==> src/rtl/ram_access_ctrl_if.sv <==
// Request/response bundle between a requester and the RAM access controller.
interface ram_access_ctrl_if #(
  parameter int unsigned ADDR_W = 4,
  parameter int unsigned DATA_W = 8,
  parameter int unsigned LEN_W  = 4
) ();
  logic              req_valid;
  logic              req_ready;
  logic              req_wr;
  logic [ADDR_W-1:0] req_addr;
  logic [DATA_W-1:0] req_wdata;
  logic [LEN_W-1:0]  req_len;
  logic              rsp_valid;
  logic              rsp_ready;
  logic [DATA_W-1:0] rsp_rdata;
  logic              rsp_last;

  modport master (
    output req_valid, req_wr, req_addr, req_wdata, req_len, rsp_ready,
    input  req_ready, rsp_valid, rsp_rdata, rsp_last
  );

  modport slave (
    input  req_valid, req_wr, req_addr, req_wdata, req_len, rsp_ready,
    output req_ready, rsp_valid, rsp_rdata, rsp_last
  );
endinterface

==> src/rtl/ram_access_ctrl.sv <==
// Front end for a single-port 1-cycle-latency RAM: single-word writes and
// read bursts, with read beats returned on a held valid/ready stream.
module ram_access_ctrl #(
  parameter int unsigned ADDR_W = 4,
  parameter int unsigned DATA_W = 8,
  parameter int unsigned LEN_W  = 4
) (
  input  logic              clk,
  input  logic              rst_n,
  ram_access_ctrl_if.slave  bus,
  output logic              busy,
  output logic [ADDR_W-1:0] ram_addr,
  output logic              ram_wr,
  output logic [DATA_W-1:0] ram_din,
  input  logic [DATA_W-1:0] ram_dout
);

  localparam logic [2:0] IDLE    = 3'd0;
  localparam logic [2:0] WR      = 3'd1;
  localparam logic [2:0] RD_ADDR = 3'd2;
  localparam logic [2:0] RD_CAP  = 3'd3;
  localparam logic [2:0] RSP     = 3'd4;

  logic [2:0]        state_q,     state_d;
  logic [LEN_W-1:0]  beats_q,     beats_d;
  logic [ADDR_W-1:0] ram_addr_d;
  logic              ram_wr_d;
  logic [DATA_W-1:0] ram_din_d;
  logic              rsp_valid_q, rsp_valid_d;
  logic [DATA_W-1:0] rsp_rdata_q, rsp_rdata_d;
  logic              rsp_last_q,  rsp_last_d;
  logic              req_ready_q;

  // Next-state and datapath updates; every register holds unless changed below.
  always_comb begin
    state_d     = state_q;
    beats_d     = beats_q;
    ram_addr_d  = ram_addr;
    ram_wr_d    = ram_wr;
    ram_din_d   = ram_din;
    rsp_valid_d = rsp_valid_q;
    rsp_rdata_d = rsp_rdata_q;
    rsp_last_d  = rsp_last_q;

    case (state_q)
      IDLE: begin
        if (bus.req_valid) begin
          ram_addr_d = bus.req_addr;
          if (bus.req_wr) begin
            ram_din_d = bus.req_wdata;
            ram_wr_d  = 1'b1;
            state_d   = WR;
          end else begin
            ram_wr_d  = 1'b0;
            beats_d   = bus.req_len;
            state_d   = RD_ADDR;
          end
        end
      end
      WR: begin
        ram_wr_d = 1'b0;
        state_d  = IDLE;
      end
      RD_ADDR: state_d = RD_CAP;
      RD_CAP: begin
        rsp_rdata_d = ram_dout;
        rsp_last_d  = (beats_q == LEN_W'(0));
        rsp_valid_d = 1'b1;
        state_d     = RSP;
      end
      RSP: begin
        if (bus.rsp_ready) begin
          rsp_valid_d = 1'b0;
          if (beats_q == LEN_W'(0)) begin
            rsp_last_d = 1'b0;
            state_d    = IDLE;
          end else begin
            // Burst addresses wrap silently at the top of the RAM.
            ram_addr_d = ram_addr + ADDR_W'(1);
            beats_d    = beats_q - LEN_W'(1);
            state_d    = RD_ADDR;
          end
        end
      end
      default: begin
        ram_wr_d = 1'b0;
        state_d  = IDLE;
      end
    endcase
  end

  // req_ready and busy are registered decodes of the upcoming state.
  always_ff @(posedge clk or negedge rst_n) begin
    if (!rst_n) begin
      state_q     <= IDLE;
      beats_q     <= '0;
      ram_addr    <= '0;
      ram_wr      <= 1'b0;
      ram_din     <= '0;
      rsp_valid_q <= 1'b0;
      rsp_rdata_q <= '0;
      rsp_last_q  <= 1'b0;
      req_ready_q <= 1'b1;
      busy        <= 1'b0;
    end else begin
      state_q     <= state_d;
      beats_q     <= beats_d;
      ram_addr    <= ram_addr_d;
      ram_wr      <= ram_wr_d;
      ram_din     <= ram_din_d;
      rsp_valid_q <= rsp_valid_d;
      rsp_rdata_q <= rsp_rdata_d;
      rsp_last_q  <= rsp_last_d;
      req_ready_q <= (state_d == IDLE);
      busy        <= (state_d != IDLE);
    end
  end

  assign bus.req_ready = req_ready_q;
  assign bus.rsp_valid = rsp_valid_q;
  assign bus.rsp_rdata = rsp_rdata_q;
  assign bus.rsp_last  = rsp_last_q;

endmodule
==> src/flat_wrapper.sv <==
// flat-port wrapper written by rule: the top's interface ports become plain ports
module ram_access_ctrl_flat 
#(
  parameter int unsigned ADDR_W = 4,
  parameter int unsigned DATA_W = 8,
  parameter int unsigned LEN_W  = 4
)
  (clk, rst_n, busy, ram_addr, ram_wr, ram_din, ram_dout, bus_req_valid, bus_req_wr, bus_req_addr, bus_req_wdata, bus_req_len, bus_rsp_ready, bus_req_ready, bus_rsp_valid, bus_rsp_rdata, bus_rsp_last);
  ram_access_ctrl_if #(.ADDR_W(ADDR_W), .DATA_W(DATA_W), .LEN_W(LEN_W)) bus_i ();
  input  logic clk;
  input  logic rst_n;
  output logic busy;
  output logic [ADDR_W-1:0] ram_addr;
  output logic ram_wr;
  output logic [DATA_W-1:0] ram_din;
  input  logic [DATA_W-1:0] ram_dout;
  input wire logic [$bits(bus_i.req_valid)-1:0] bus_req_valid;
  input wire logic [$bits(bus_i.req_wr)-1:0] bus_req_wr;
  input wire logic [$bits(bus_i.req_addr)-1:0] bus_req_addr;
  input wire logic [$bits(bus_i.req_wdata)-1:0] bus_req_wdata;
  input wire logic [$bits(bus_i.req_len)-1:0] bus_req_len;
  input wire logic [$bits(bus_i.rsp_ready)-1:0] bus_rsp_ready;
  output wire logic [$bits(bus_i.req_ready)-1:0] bus_req_ready;
  output wire logic [$bits(bus_i.rsp_valid)-1:0] bus_rsp_valid;
  output wire logic [$bits(bus_i.rsp_rdata)-1:0] bus_rsp_rdata;
  output wire logic [$bits(bus_i.rsp_last)-1:0] bus_rsp_last;
  assign bus_i.req_valid = bus_req_valid;
  assign bus_i.req_wr = bus_req_wr;
  assign bus_i.req_addr = bus_req_addr;
  assign bus_i.req_wdata = bus_req_wdata;
  assign bus_i.req_len = bus_req_len;
  assign bus_i.rsp_ready = bus_rsp_ready;
  assign bus_req_ready = bus_i.req_ready;
  assign bus_rsp_valid = bus_i.rsp_valid;
  assign bus_rsp_rdata = bus_i.rsp_rdata;
  assign bus_rsp_last = bus_i.rsp_last;
  ram_access_ctrl #(.ADDR_W(ADDR_W), .DATA_W(DATA_W), .LEN_W(LEN_W)) u_core (.clk(clk), .rst_n(rst_n), .bus(bus_i), .busy(busy), .ram_addr(ram_addr), .ram_wr(ram_wr), .ram_din(ram_din), .ram_dout(ram_dout));
endmodule
==> config.mk <==
export PLATFORM = sky130hd
export DESIGN_NAME = ram_access_ctrl_flat
export DESIGN_NICKNAME = d
export VERILOG_FILES = /design/src/rtl/ram_access_ctrl_if.sv /design/src/rtl/ram_access_ctrl.sv /design/src/flat_wrapper.sv
export SDC_FILE = /design/constraint.sdc
export NUM_CORES = 1
export LEC_CHECK = 0
export BUFFER_PORTS_ARGS = -buffer_cell sky130_fd_sc_hd__buf_4
export CORE_MARGIN = 5
export CORE_UTILIZATION = 44
export CTS_CLUSTER_DIAMETER = 40
export DETAILED_ROUTE_END_ITERATION = 10
export PLACE_DENSITY = 0.82
export SLEW_MARGIN = 40
export SYNTH_ARGS = -nofsm -noshare
export SYNTH_HDL_FRONTEND = slang
export SYNTH_SLANG_ARGS = --single-unit
export TNS_END_PERCENT = 30
==> constraint.sdc <==
create_clock -name clk -period 1.9 [get_ports clk]
set_input_delay 0 -clock clk [delete_from_list [all_inputs] [get_ports clk]]
set_output_delay 0 -clock clk [all_outputs]
set_load 0.01 [all_outputs]
# --- Word-level counts from Yosys, hierarchy flattened ---
# Cells that the tools add are included.
totals:
  reg_bits: 32
  elab_cells: 56
  output_inout_bits: 25
  input_bits: 29
op_classes:
  n_reduce_logical: 13
  eq_ne: 8
  bitwise: 1
  n_mux: 22
  add_sub_neg: 2
op_table:
  columns: ["op", "n"]
  rows:
  - ["$mux 4", 7]
  - ["$pmux 4 s2", 2]
  - ["$pmux 3 s4", 1]
  - ["$ne 2x2->1 const B", 4]
  - ["$eq 3x2->1 const B", 2]
  - ["$logic_not 3->1", 2]
  - ["$mux 3", 2]
  - ["$pmux 1 s2", 3]
  - ["$reduce_and 3->1", 2]
  - ["$mux 1", 5]
  - ["$reduce_and 5->1", 1]
  - ["$add 4x1->4 const B", 1]
  - ["$logic_not 4->1", 1]
  - ["$mux 2", 2]
  - ["$reduce_and 2->1", 2]
  - ["$reduce_and 4->1", 1]
  - ["$reduce_bool 2->1", 2]
  - ["$sub 4x1->4 const B", 1]
  - ["$eq 3x3->1 const B", 1]
  - ["$reduce_bool 3->1", 1]
  - ["$reduce_or 3->1", 1]
  - ["$ne 2x1->1 const B", 1]
  - ["$not 1->1", 1]

# --- Longest topological paths before layout ---
# Gate-level depths: netlist of run 1.
logic_depth:
  ltp_word: 5
  mapped_depth: 7
  ltp_nobuf: 6

# --- Worst setup path after synthesis of run 1 ---
# No wires, ideal clock.
synth_timing:
  kind: "reg2reg"
  from: "reg u_core.beats_q[0]"
  to: "reg u_core.ram_addr[2]"
  period_less_slack_ps: 1751
  t_required_ps: 1774
  path_stages_with_launch: 8
  t_arrival_ps: 1625
  n_path_buf: 1
  setup_slack_ps: 149
  setup_ps: 126
  path_cell_list: "dfrtp_1 inv_1 ha_1 or3b_1 clkbuf_2 and3_2 o32ai_1 nor2_1"
synth_via:
  elab_chain_len: 3
synth_lines:
  columns: ["item", "line_no", "source"]
  rows:
  - ["start, declared", "ram_access_ctrl.sv:25", "logic [LEN_W-1:0] beats_q, beats_d;"]
  - ["start signal, assigned", "ram_access_ctrl.sv:107", "beats_q <= beats_d;"]
  - ["$logic_not 4->1", "ram_access_ctrl.sv:74", "if (beats_q == LEN_W'(0)) begin"]
  - ["$ne 2x2->1 (no line)", null, null]
  - ["$reduce_and 4->1 (no line)", null, null]
  - ["end signal, assigned", "ram_access_ctrl.sv:108", "ram_addr <= ram_addr_d;"]
  - ["end, declared", "ram_access_ctrl.sv:12", "output logic [ADDR_W-1:0] ram_addr,"]
# No other way between the ends.
# A chain may end at the register's enable or synchronous reset.

# --- Final worst setup path of run 1 ---
layout_timing:
  from: "reg u_core.beats_q[0]"
  to: "reg u_core.beats_q[2]"
layout_via:
  elab_chain_len: 4
  elab_cells_between_ends: 7
  cone_classes: "add/sub: 1; eq/ne: 1; mux: 3; reduce/logical: 2"
layout_lines:
  columns: ["item", "line_no", "source"]
  rows:
  - ["$sub 4x1->4", "ram_access_ctrl.sv:80", "beats_d = beats_q - LEN_W'(1);"]
  - ["$mux 4", "ram_access_ctrl.sv:74", null]
  - ["$mux 4", "ram_access_ctrl.sv:72", "if (bus.rsp_ready) begin"]
  - ["$pmux 4 s2", "ram_access_ctrl.sv:45", "case (state_q)"]
# Parallel ways exist; a longest one is shown, timed or not. The select of a mux whose other input is x is not followed.

==> results by group, run 1 <==
Route
  – Antenna-violating nets left: 0
  – DR vias: 1369
  – Via density: 5.37
  – Remaining DRCs: 0
  – Drt first pass iters: 4
  – DRT Wirelength: 4.27 mm
  – Iter 0 DRT Violations: 50
  – Wire per inst: 16.7 um

Synthesis
  – Cell count after synthesis: 126
  – Syn avg cell area: 12.2 um2
  – Netlist cell types: 41
  – Yosys warnings: 0
  – Post-synth design cell area: 0.00154 mm2
  – Flops & latches, synth: 32
  – Syn_nets: 157
  – Post-synthesis sequential area ratio: 52.2%

STA
  – Highest Clock Rate: 0.560 GHz
  – Fin crit period: 1.79 ns
  – Skew final: 0.00672 ns
  – Setup repair after global routing missed its margin: false
  – Endpoints failing hold: 0
  – Slew headroom: 64.7%
  – WHS: 0.0439 ns
  – Final period utilization: 94.0%
  – Least-Margin Pin Slew: 0.528 ns
  – Final Max Slew Viols: 0
  – Setup_tns: 0 ns
  – Worst setup slack after layout: 0.114 ns
  – Final Setup Violations: 0

Global route
  – Number of global-route vias before repair: 1496
  – GR Overflow Total: 0
  – Largest net degree at the start of global routing: 33
  – All-Layer GR Usage: 18.6%
  – Antenna violations before repair: 0
  – First-pass GRT wire length: 7.09 mm

Placed design
  – Port bufs: 53
  – Cells after DPL: 221
  – Pre-CTS WS: 0.112 ns
  – Routability cong.: 0.948
  – DP HPWL: 2.73 mm

Cells and area
  – Share of layout cells above drive strength 1: 44.0%
  – Post-route insts no fill: 255
  – Fill count: 276
  – Layout area overhead: 49.5%
  – Nets: 239
  – Ant. Diodes: 0
  – Final core utilization: 68.3%

Worst setup path
  – Worst path buffer plus inverter count: 1
  – CP top delay family: simple AND/OR/NAND/NOR gates
  – Worst EP arrival: 2.02 ns
  – Critical path launch point type: flip-flop
  – Worst path depth: 6
  – CP endpoint kind: flip-flop
  – Worst endpoint required time: 2.13 ns
  – Crit Path Class: reg2reg
  – Worst path slowest cell: dfrtp_1
  – Worst path cell trace: inv_1, ha_2, or3b_1, and3_2, nor3_1, nor3_2
  – Critical path fanouts, max: 5
  – Worst reg2reg path depth: 6
  – Slowest stage delay, CP: 0.43 ns

Floorplanning
  – Initial core utilization: 45.7%
  – Core Box Area: 0.00336 mm2
  – I/O pins: 54
  – Die width: 69.1 um
  – Die area: 0.00478 mm2
  – Die Y: 69.1 um
  – Row count: 21

Run status
  – Status: complete, no violations

Power and ir drop
  – Worst ir drop on vdd: 0.854 mV
  – Pleak: 1.04 nW
  – Pwr/cell area: 1440 mW/mm2

CTS
  – Latest clock arrival within the worst-skew pair: 0.34 ns
  – CTS tree: done
  – Root buf cell: clkbuf_4
  – Setup Buffers After CTS: 0
  – Number of levels in the clock H-tree: 2
  – Clock slew at reported path FFs: 0.10 ns
  – Clock Tree Buf Depth: 2
  – Clock sinks: 32
  – CTS Buf Count: 5

Min path
  – Hold path depth: 3
  – Hold Crit Class: in2reg

Run
  – Maxcap violations: 0
Yosys cell counts:
cell type | n | share of area, %
a21o_1 | 1 | 0.49
a21oi_1 | 6 | 2.0
a221oi_2 | 1 | 0.98
a31o_2 | 1 | 0.57
a31oi_1 | 2 | 0.81
a32oi_1 | 1 | 0.57
and3_2 | 1 | 0.49
buf_1 | 1 | 0.24
buf_2 | 1 | 0.33
buf_4 | 2 | 0.98
buf_6 | 2 | 1.5
clkbuf_2 | 1 | 0.33
dfrtp_1 | 31 | 50
dfstp_2 | 1 | 1.7
ha_1 | 2 | 1.6
inv_1 | 4 | 0.98
mux2_2 | 16 | 12
nand2_1 | 6 | 1.5
nand2b_1 | 2 | 0.81
nand3_1 | 3 | 0.98
nand3b_1 | 1 | 0.49
nand4_1 | 2 | 0.81
nor2_1 | 6 | 1.5
nor2_8 | 1 | 1.3
nor2b_1 | 1 | 0.41
nor3_1 | 3 | 0.98
nor3_2 | 2 | 1.3
nor3b_2 | 1 | 0.81
nor4b_4 | 1 | 1.5
o2111a_1 | 2 | 1.5
o211ai_1 | 3 | 1.5
o21a_1 | 1 | 0.49
o21ai_0 | 5 | 1.6
o22ai_1 | 2 | 0.81
o2bb2ai_1 | 1 | 0.57
o31ai_1 | 1 | 0.49
o31ai_2 | 1 | 0.81
o32ai_1 | 4 | 2.3
or2b_1 | 1 | 0.49
or3b_1 | 1 | 0.57
or4b_4 | 1 | 0.89
sequential cells by signal (all words and copies together), names as in the netlist:
| signal | cells |
|---|---|
| u_core.bus.rsp_valid | 1 |
| u_core.beats_q | 4 |
| u_core.bus.rsp_rdata | 8 |
| u_core.ram_din | 8 |
| u_core.bus.req_ready | 1 |
| u_core.busy | 1 |
| u_core.state_q | 3 |
| u_core.bus.rsp_last | 1 |
| u_core.ram_addr | 4 |
| u_core.ram_wr | 1 |
worst min-delay path, cell delays in order:
cell and delay (ns):
buf_4 0.11, a32oi_1 0.08, o22ai_1 0.15
worst paths after layout:
check | start | end | slack, ns
max | u_core.beats_q[0] | u_core.beats_q[2] | 0.11
min | bus_req_valid | u_core.ram_wr | 0.04
max reg2reg | u_core.beats_q[0] | u_core.beats_q[2] | 0.11
min reg2reg | u_core.ram_din[4] | u_core.ram_din[4] | 0.51
max in group asynchronous | rst_n | u_core.bus.req_ready | 1.45
min in group asynchronous | rst_n | u_core.ram_wr | 0.13
power breakdown:
group,switching [W],internal [W],total [W]
clock,0.000230,0.000182,0.000412
sequential,0.000317,0.00103,0.00134
combinational,0.000695,0.000864,0.00156
total,0.00124,0.00207,0.00331
layer usage:
| metal | global-route usage (%) | wire length, um |
|---|---|---|
| met5 | 0 | 0 |
| met1 | 20.9 | 1670 |
| met2 | 32.0 | 2200 |
| met3 | 6.54 | 268 |
| met4 | 7.81 | 129 |
cells by family (layout without fill, tap and decap cells):
kind of cell / Yosys count / after routing / share of synthesized area (%)
AND/OR/NAND/NOR: 33 / 33 / 14.8
AO/OA/AOI/OAI: 32 / 32 / 15.4
flip-flops: 32 / 32 / 52.2
multiplexers: 16 / 16 / 11.7
buffers and inverters: 11 / 94 / 4.31
adder cells (fa/ha/maj): 2 / 2 / 1.63
stage by stage:
stage               power (W)  cell area, um2
finish                0.00331            2300
floorplan             0.00219            1540
global route          0.00354            2300
global placement      0.00274            1960
CTS                   0.00327            2270
detailed placement    0.00283            1960
layout make-up:
| class | count | area, um2 | share of cell area (%) |
|---|---|---|---|
| Sequential cell | 32 | 802 | 34.9 |
| Multi-Input combinational cell | 83 | 684 | 29.8 |
| Timing Repair Buffer | 82 | 681 | 29.6 |
| Clock buffer | 8 | 58.8 | 2.56 |
| Tap cell | 46 | 57.6 | 2.50 |
| Inverter | 4 | 15.0 | 0.653 |
placed cells by master (no fill, tap or decap), drive strengths merged, types with 4 or more instances in the layout:
cell type,count
nor3,5
dlygate4sd3,26
inv,4
nor2,7
a21oi,6
buf,56
o32ai,4
clkbuf,8
mux2,16
dfrtp,31
o21ai,5
nand2,6
what timing repair did:
item / 4_1_cts / 5_1_grt
hold endpoints to repair: 57 / 1
hold buffers: 25 / 1
setup endpoints to repair: 0 / 6
resized for setup: 0 / 3
Power figures use the tool's default switching activity.
==> inputs of run 2 (changes only) <==
Settings changed: CAP_MARGIN from default to 20, CTS_BUF_LIST from default to sky130_fd_sc_hd__clkbuf_8 sky130_fd_sc_hd__clkbuf_16.
==> run 2 against run 1 <==
- via count rose by 0.88%
- non-clock buffer count down 5
- wire length grew 1.7%
- global-route usage is 0.34 points higher
- sequential power hardly changed
- design area decreased by 1.0%
- hold slack lost 0.035 ns
- maximum frequency increased by 0.25%
- critical path depth did not move
- clock power up 24%
- sequential share of layout area increased by 0.36 points
- utilization decreased by 0.71 points
- critical path type unchanged
- largest cell class unchanged
- largest power group unchanged
==> results by group, run 2 (synthesized netlist as in run 1, its figures left out) <==
STA
  – Setup_tns: 0 ns (unchanged)
  – Skew final: 0.00519 ns (-0.00153 ns)
  – Final period utilization: 93.8% (-0.23 points)
  – Least-Margin Pin Slew: 0.582 ns (+0.0540 ns)
  – Final Setup Violations: 0 (unchanged)
  – Endpoints failing hold: 0 (unchanged)
  – Slew headroom: 61.1% (-3.6 points)
  – Worst setup slack after layout: 0.118 ns (+0.00439 ns)
  – Fin crit period: 1.78 ns (-0.00439 ns)
  – Final Max Slew Viols: 0 (unchanged)
  – Highest Clock Rate: 0.561 GHz (+0.25%)

Cells and area
  – Fill count: 264 (-4.3%)
  – Most common cell after layout, fill and taps aside: buf_4
  – Most frequent cells in the layout: buf_4 (56), dfrtp_1 (31), dlygate4sd3_1 (21)
  – Post-route insts no fill: 251 (-1.6%)
  – Finished Cell Area: 0.00227 mm2 (-1.0%)
  – Layout area overhead: 47.9%
  – Final core utilization: 67.6% (-0.71 points)
  – Nets: 234 (-2.1%)
  – Share of layout cells above drive strength 1: 44.6% (+0.59 points)

Route
  – Drt first pass iters: 4 (unchanged)
  – DR vias: 1381 (+0.88%)
  – Antenna-violating nets left: 0 (unchanged)
  – Via density: 5.50 (+2.5%)
  – Remaining DRCs: 0 (unchanged)
  – Wire per inst: 17.3 um (+3.3%)
  – Iter 0 DRT Violations: 87 (+74%)
  – DRT Wirelength: 4.34 mm (+1.7%)

Floorplanning
  – Die Y: 69.1 um (unchanged)
  – Die area: 0.00478 mm2 (unchanged)
  – Initial core utilization: 45.7% (unchanged)
  – Die width: 69.1 um (unchanged)
  – Row count: 21 (unchanged)
  – Core Box Area: 0.00336 mm2 (unchanged)
  – I/O pins: 54 (unchanged)

Global route
  – Number of global-route vias before repair: 1548 (+3.5%)
  – GR Overflow Total: 0 (unchanged)
  – First-pass GRT wire length: 7.22 mm (+1.8%)
  – All-Layer GR Usage: 19.0% (+0.34 points)
  – Largest net degree at the start of global routing: 33 (unchanged)
  – Antenna violations before repair: 0 (unchanged)

Worst setup path
  – Critical path launch point type: flip-flop
  – Critical path fanouts, max: 5 (unchanged)
  – CP top delay family: simple AND/OR/NAND/NOR gates
  – CP endpoint kind: flip-flop
  – Slowest stage delay, CP: 0.41 ns (-0.02 ns)
  – Worst EP arrival: 1.94 ns (-0.08 ns)
  – Worst path buffer plus inverter count: 1 (unchanged)
  – Worst endpoint required time: 2.06 ns (-0.07 ns)
  – Worst path slowest cell: dfrtp_1
  – Worst path cell trace: inv_1, ha_2, or3b_1, and3_2, o32ai_1, nor2_1
  – Crit Path Class: reg2reg

Placed design
  – DP HPWL: 2.73 mm (unchanged)
  – Pre-CTS WS: 0.112 ns (unchanged)
  – Cells after DPL: 221 (unchanged)
  – Port bufs: 53 (unchanged)
  – Area of placed instances: 0.00196 mm2 (unchanged)
  – Routability cong.: 0.948 (unchanged)

CTS
  – Number of levels in the clock H-tree: 2 (unchanged)
  – CTS Buf Count: 5 (unchanged)
  – Root buf cell: clkbuf_8
  – Latest clock arrival within the worst-skew pair: 0.27 ns (-0.07 ns)
  – CTS tree: done
  – Clock Tree Buf Depth: 2 (unchanged)
  – Clock sinks: 32 (unchanged)
  – Clock slew at reported path FFs: 0.06 ns (-0.04 ns)

Power and ir drop
  – Pleak: 1.04 nW (-0.29%)
  – Worst ir drop on vdd: 0.944 mV (+11%)
  – Pwr/cell area: 1500 mW/mm2 (+4.0%)

Min path
  – Hold Crit Class: in2reg

Run status
  – Status: complete, no violations

Run
  – Maxcap violations: 0 (unchanged)
[run 2: worst min-delay path: stages]
cell	delay, ns
buf_4	0.08
o32ai_1	0.06
nor3_2	0.09
[run 2: path summary, 6_finish.rpt]
path | from | endpoint | slack [ns] | cells after the start
worst max-delay path | u_core.beats_q[0] | u_core.ram_addr[2] | 0.12 | 6
worst min-delay path | bus_req_len[2] | u_core.beats_q[2] | 0.009 | 3
worst max register to register | u_core.beats_q[0] | u_core.ram_addr[2] | 0.12 | 6
worst min register to register | u_core.bus.rsp_rdata[7] | u_core.bus.rsp_rdata[7] | 0.51 | 1
max in group asynchronous | rst_n | u_core.bus.req_ready | 1.38 | 2
min in group asynchronous | rst_n | u_core.ram_wr | 0.20 | 2
[run 2: final cells by class]
type / count / area, um2 / area share, %
Antenna cell: 1 / 2.50 / 0.110
Tap cell: 46 / 57.6 / 2.53
Multi-Input combinational cell: 83 / 677 / 29.8
Timing Repair Buffer: 77 / 631 / 27.7
Sequential cell: 32 / 802 / 35.3
Clock buffer: 6 / 82.6 / 3.63
Clock inverter: 2 / 7.51 / 0.330
Inverter: 4 / 15.0 / 0.660
[run 2: repair_timing]
action                     CTS  global route
resized for setup            0             2
hold buffers                21             0
hold endpoints to repair    52             0
setup endpoints to repair    0             2
setup buffers                0             0
[run 2: routing by layer]
metal  share of wire (%)  vias to the layer above  wire length, um  track usage (%)
met5                   0                        -                0                0
met4                 3.7                        0              159             9.54
met3                 6.9                       17              301             7.27
met2                  53                       61             2290             33.1
met1                  37                      677             1590             19.8
li1                    -                      626                -                -
[run 2: metrics by stage]
| stage | hold WS [ns] | total power [W] |
|---|---|---|
| CTS | 0.00714 | 0.00338 |
| finish | 0.00876 | 0.00341 |
| floorplan | -0.296 | 0.00219 |
| global route | 0.0209 | 0.00364 |
| global placement | -0.0509 | 0.00274 |
| detailed placement | -0.0452 | 0.00283 |
[run 2: where the power goes]
| part | internal [W] | leakage (nW) | switching, W |
|---|---|---|---|
| Clock | 0.000284 | 0.0538 | 0.000226 |
| Sequential | 0.00103 | 0.377 | 0.000320 |
| Combinational | 0.000848 | 0.607 | 0.000704 |
| Total | 0.00216 | 1.04 | 0.00125 |
==> inputs of run 3 (changes only) <==
Settings changed: CORE_ASPECT_RATIO from default to 0.8.
==> run 3 against run 2 <==
- die area rose by 0.16%
- sequential share of layout area rose by 0.61 points
- cell count down 2.8%
- count of clock-buffer cells in the layout down 1
- non-clock buffer count down 2
- hold slack better by 0.011 ns
- critical path type unchanged
- largest power group unchanged
- highest routed layer unchanged
==> results by group, run 3 (synthesized netlist as in run 1, its figures left out) <==
Placed design
  – Routability cong.: 0.823 (-13%)
  – Port bufs: 53 (unchanged)
  – DP HPWL: 2.69 mm (-1.6%)
  – Area of placed instances: 0.00196 mm2 (-0.25%)
  – Cells after DPL: 217 (-1.8%)

Cells and area
  – Post-route insts no fill: 244 (-2.8%)
  – Share of layout cells above drive strength 1: 45.0% (+0.44 points)
  – Ant. Diodes: 0 (-1)
  – Layout area overhead: 45.4%
  – Most common cell after layout, fill and taps aside: buf_4
  – Most frequent cells in the layout: buf_4 (56), dfrtp_1 (31), dlygate4sd3_1 (19)
  – Nets: 232 (-0.85%)
  – Finished Cell Area: 0.00224 mm2 (-1.7%)

STA
  – Final Max Slew Viols: 0 (unchanged)
  – Slew headroom: 64.1% (+3.0 points)
  – Endpoints failing hold: 0 (unchanged)
  – Highest Clock Rate: 0.550 GHz (-2.0%)
  – Setup repair after global routing missed its margin: true
  – Final Setup Violations: 0 (unchanged)
  – Skew final: 0.00656 ns (+0.00137 ns)
  – Least-Margin Pin Slew: 0.537 ns (-0.0451 ns)
  – Fin crit period: 1.82 ns (+0.0360 ns)
  – Final period utilization: 95.7% (+1.9 points)

CTS
  – Clock slew at reported path FFs: 0.06 ns (about the same)
  – Clock sinks: 32 (unchanged)
  – Number of levels in the clock H-tree: 2 (unchanged)
  – CTS Buf Count: 5 (unchanged)
  – Root buf cell: clkbuf_8
  – Setup Buffers After CTS: 0 (unchanged)
  – CTS tree: done
  – Latest clock arrival within the worst-skew pair: 0.28 ns (about the same)
  – Clock Tree Buf Depth: 2 (unchanged)

Floorplanning
  – Core Box Area: 0.00340 mm2 (+1.1%)
  – Die area: 0.00478 mm2 (+0.16%)
  – Row count: 19 (-9.5%)
  – Die Y: 62.9 um (-9.0%)
  – I/O pins: 54 (unchanged)
  – Die width: 76.1 um (+10%)
  – Initial core utilization: 45.2% (-0.49 points)

Worst setup path
  – Critical Path Start: u_core.beats_q[1]
  – Worst EP arrival: 2.02 ns (+0.08 ns)
  – Reg2reg setup slack: 0.08 ns (-0.04 ns)
  – Reg-to-Reg Start: u_core.beats_q[1]
  – Critical path fanouts, max: 7 (+2)
  – CP endpoint kind: flip-flop
  – Crit Path Class: reg2reg
  – Critical path launch point type: flip-flop
  – Worst endpoint required time: 2.10 ns (+0.04 ns)

Route
  – Iter 0 DRT Violations: 53 (-39%)
  – Drt first pass iters: 4 (unchanged)
  – Remaining DRCs: 0 (unchanged)
  – DR vias: 1318 (-4.6%)
  – Wire per inst: 15.7 um (-9.5%)
  – DRT Wirelength: 3.82 mm (-12%)
  – Antenna-violating nets left: 0 (unchanged)
  – Via density: 5.40 (-1.8%)

Power and ir drop
  – Pwr/cell area: 1490 mW/mm2 (-0.63%)
  – Pleak: 1.03 nW (-0.89%)
  – Final Power: 0.00333 W (-2.3%)
  – Worst ir drop on vdd: 0.883 mV (-6.5%)

Global route
  – Largest net degree at the start of global routing: 33 (unchanged)
  – Antenna violations before repair: 0 (unchanged)
  – All-Layer GR Usage: 17.0% (-2.0 points)
  – First-pass GRT wire length: 6.67 mm (-7.7%)
  – GR Overflow Total: 0 (unchanged)
  – Number of global-route vias before repair: 1404 (-9.3%)

Run status
  – Status: complete, no violations

Min path
  – Hold_sp: bus_req_addr[0]
  – Hold Crit Class: in2reg

Run
  – Maxcap violations: 0 (unchanged)
run 3: report_power, final:
| part | internal, W | switching (W) | total (W) |
|---|---|---|---|
| sequential | 0.00103 | 0.000308 | 0.00134 |
| combinational | 0.000848 | 0.000673 | 0.00152 |
| clock | 0.000246 | 0.000229 | 0.000475 |
| total | 0.00212 | 0.00121 | 0.00333 |
run 3: worst max-delay path: stages, from the launching register on:
cell     delay [ns]
dfrtp_1        0.39
inv_1          0.10
ha_2           0.21
or3b_4         0.42
a21oi_1        0.30
o21ai_0        0.16
a21oi_1        0.17
run 3: per-stage QoR:
step / hold WS (ns) / util (%) / setup slack [ns] / TNS [ns]
detailed placement: -0.0356 / 57.6 / 0.0341 / 0
global route: 0.0328 / 65.8 / -0.0114 / -0.0114
finish: 0.0196 / 65.8 / 0.0822 / 0
floorplan: -0.296 / - / 0.149 / 0
CTS: 0.0123 / 65.6 / 0.0301 / 0
global placement: -0.0448 / 57.6 / 0.0954 / 0
run 3: worst paths after layout:
check	cells after the start	end
max reg2reg	6	u_core.ram_addr[3]
max in group asynchronous	2	u_core.bus.req_ready
min reg2reg	2	u_core.bus.rsp_valid
min	3	u_core.ram_addr[0]
max	6	u_core.ram_addr[3]
min in group asynchronous	2	u_core.bus.rsp_rdata[6]
run 3: routing by layer:
| layer | wire, um | GRT usage [%] |
|---|---|---|
| met3 | 265 | 5.62 |
| met1 | 1640 | 21.1 |
| met4 | 27 | 5.02 |
| met2 | 1890 | 28.1 |
| met5 | 0 | 0 |
run 3: what timing repair did:
item                                    4_1_cts  5_1_grt
resized for setup                             0        2
hold buffers                                 19        0
endpoints found under the setup margin        0        5
hold endpoints to repair                     50        0
run 3: layout make-up:
cell class                      instances  area [um2]
Tap cell                               42        52.6
Multi-Input combinational cell         83         674
Fill cell                             270        1160
Timing Repair Buffer                   75         611
Clock buffer                            5        68.8
Clock inverter                          3        12.5
Inverter                                4        15.0
Sequential cell                        32         802
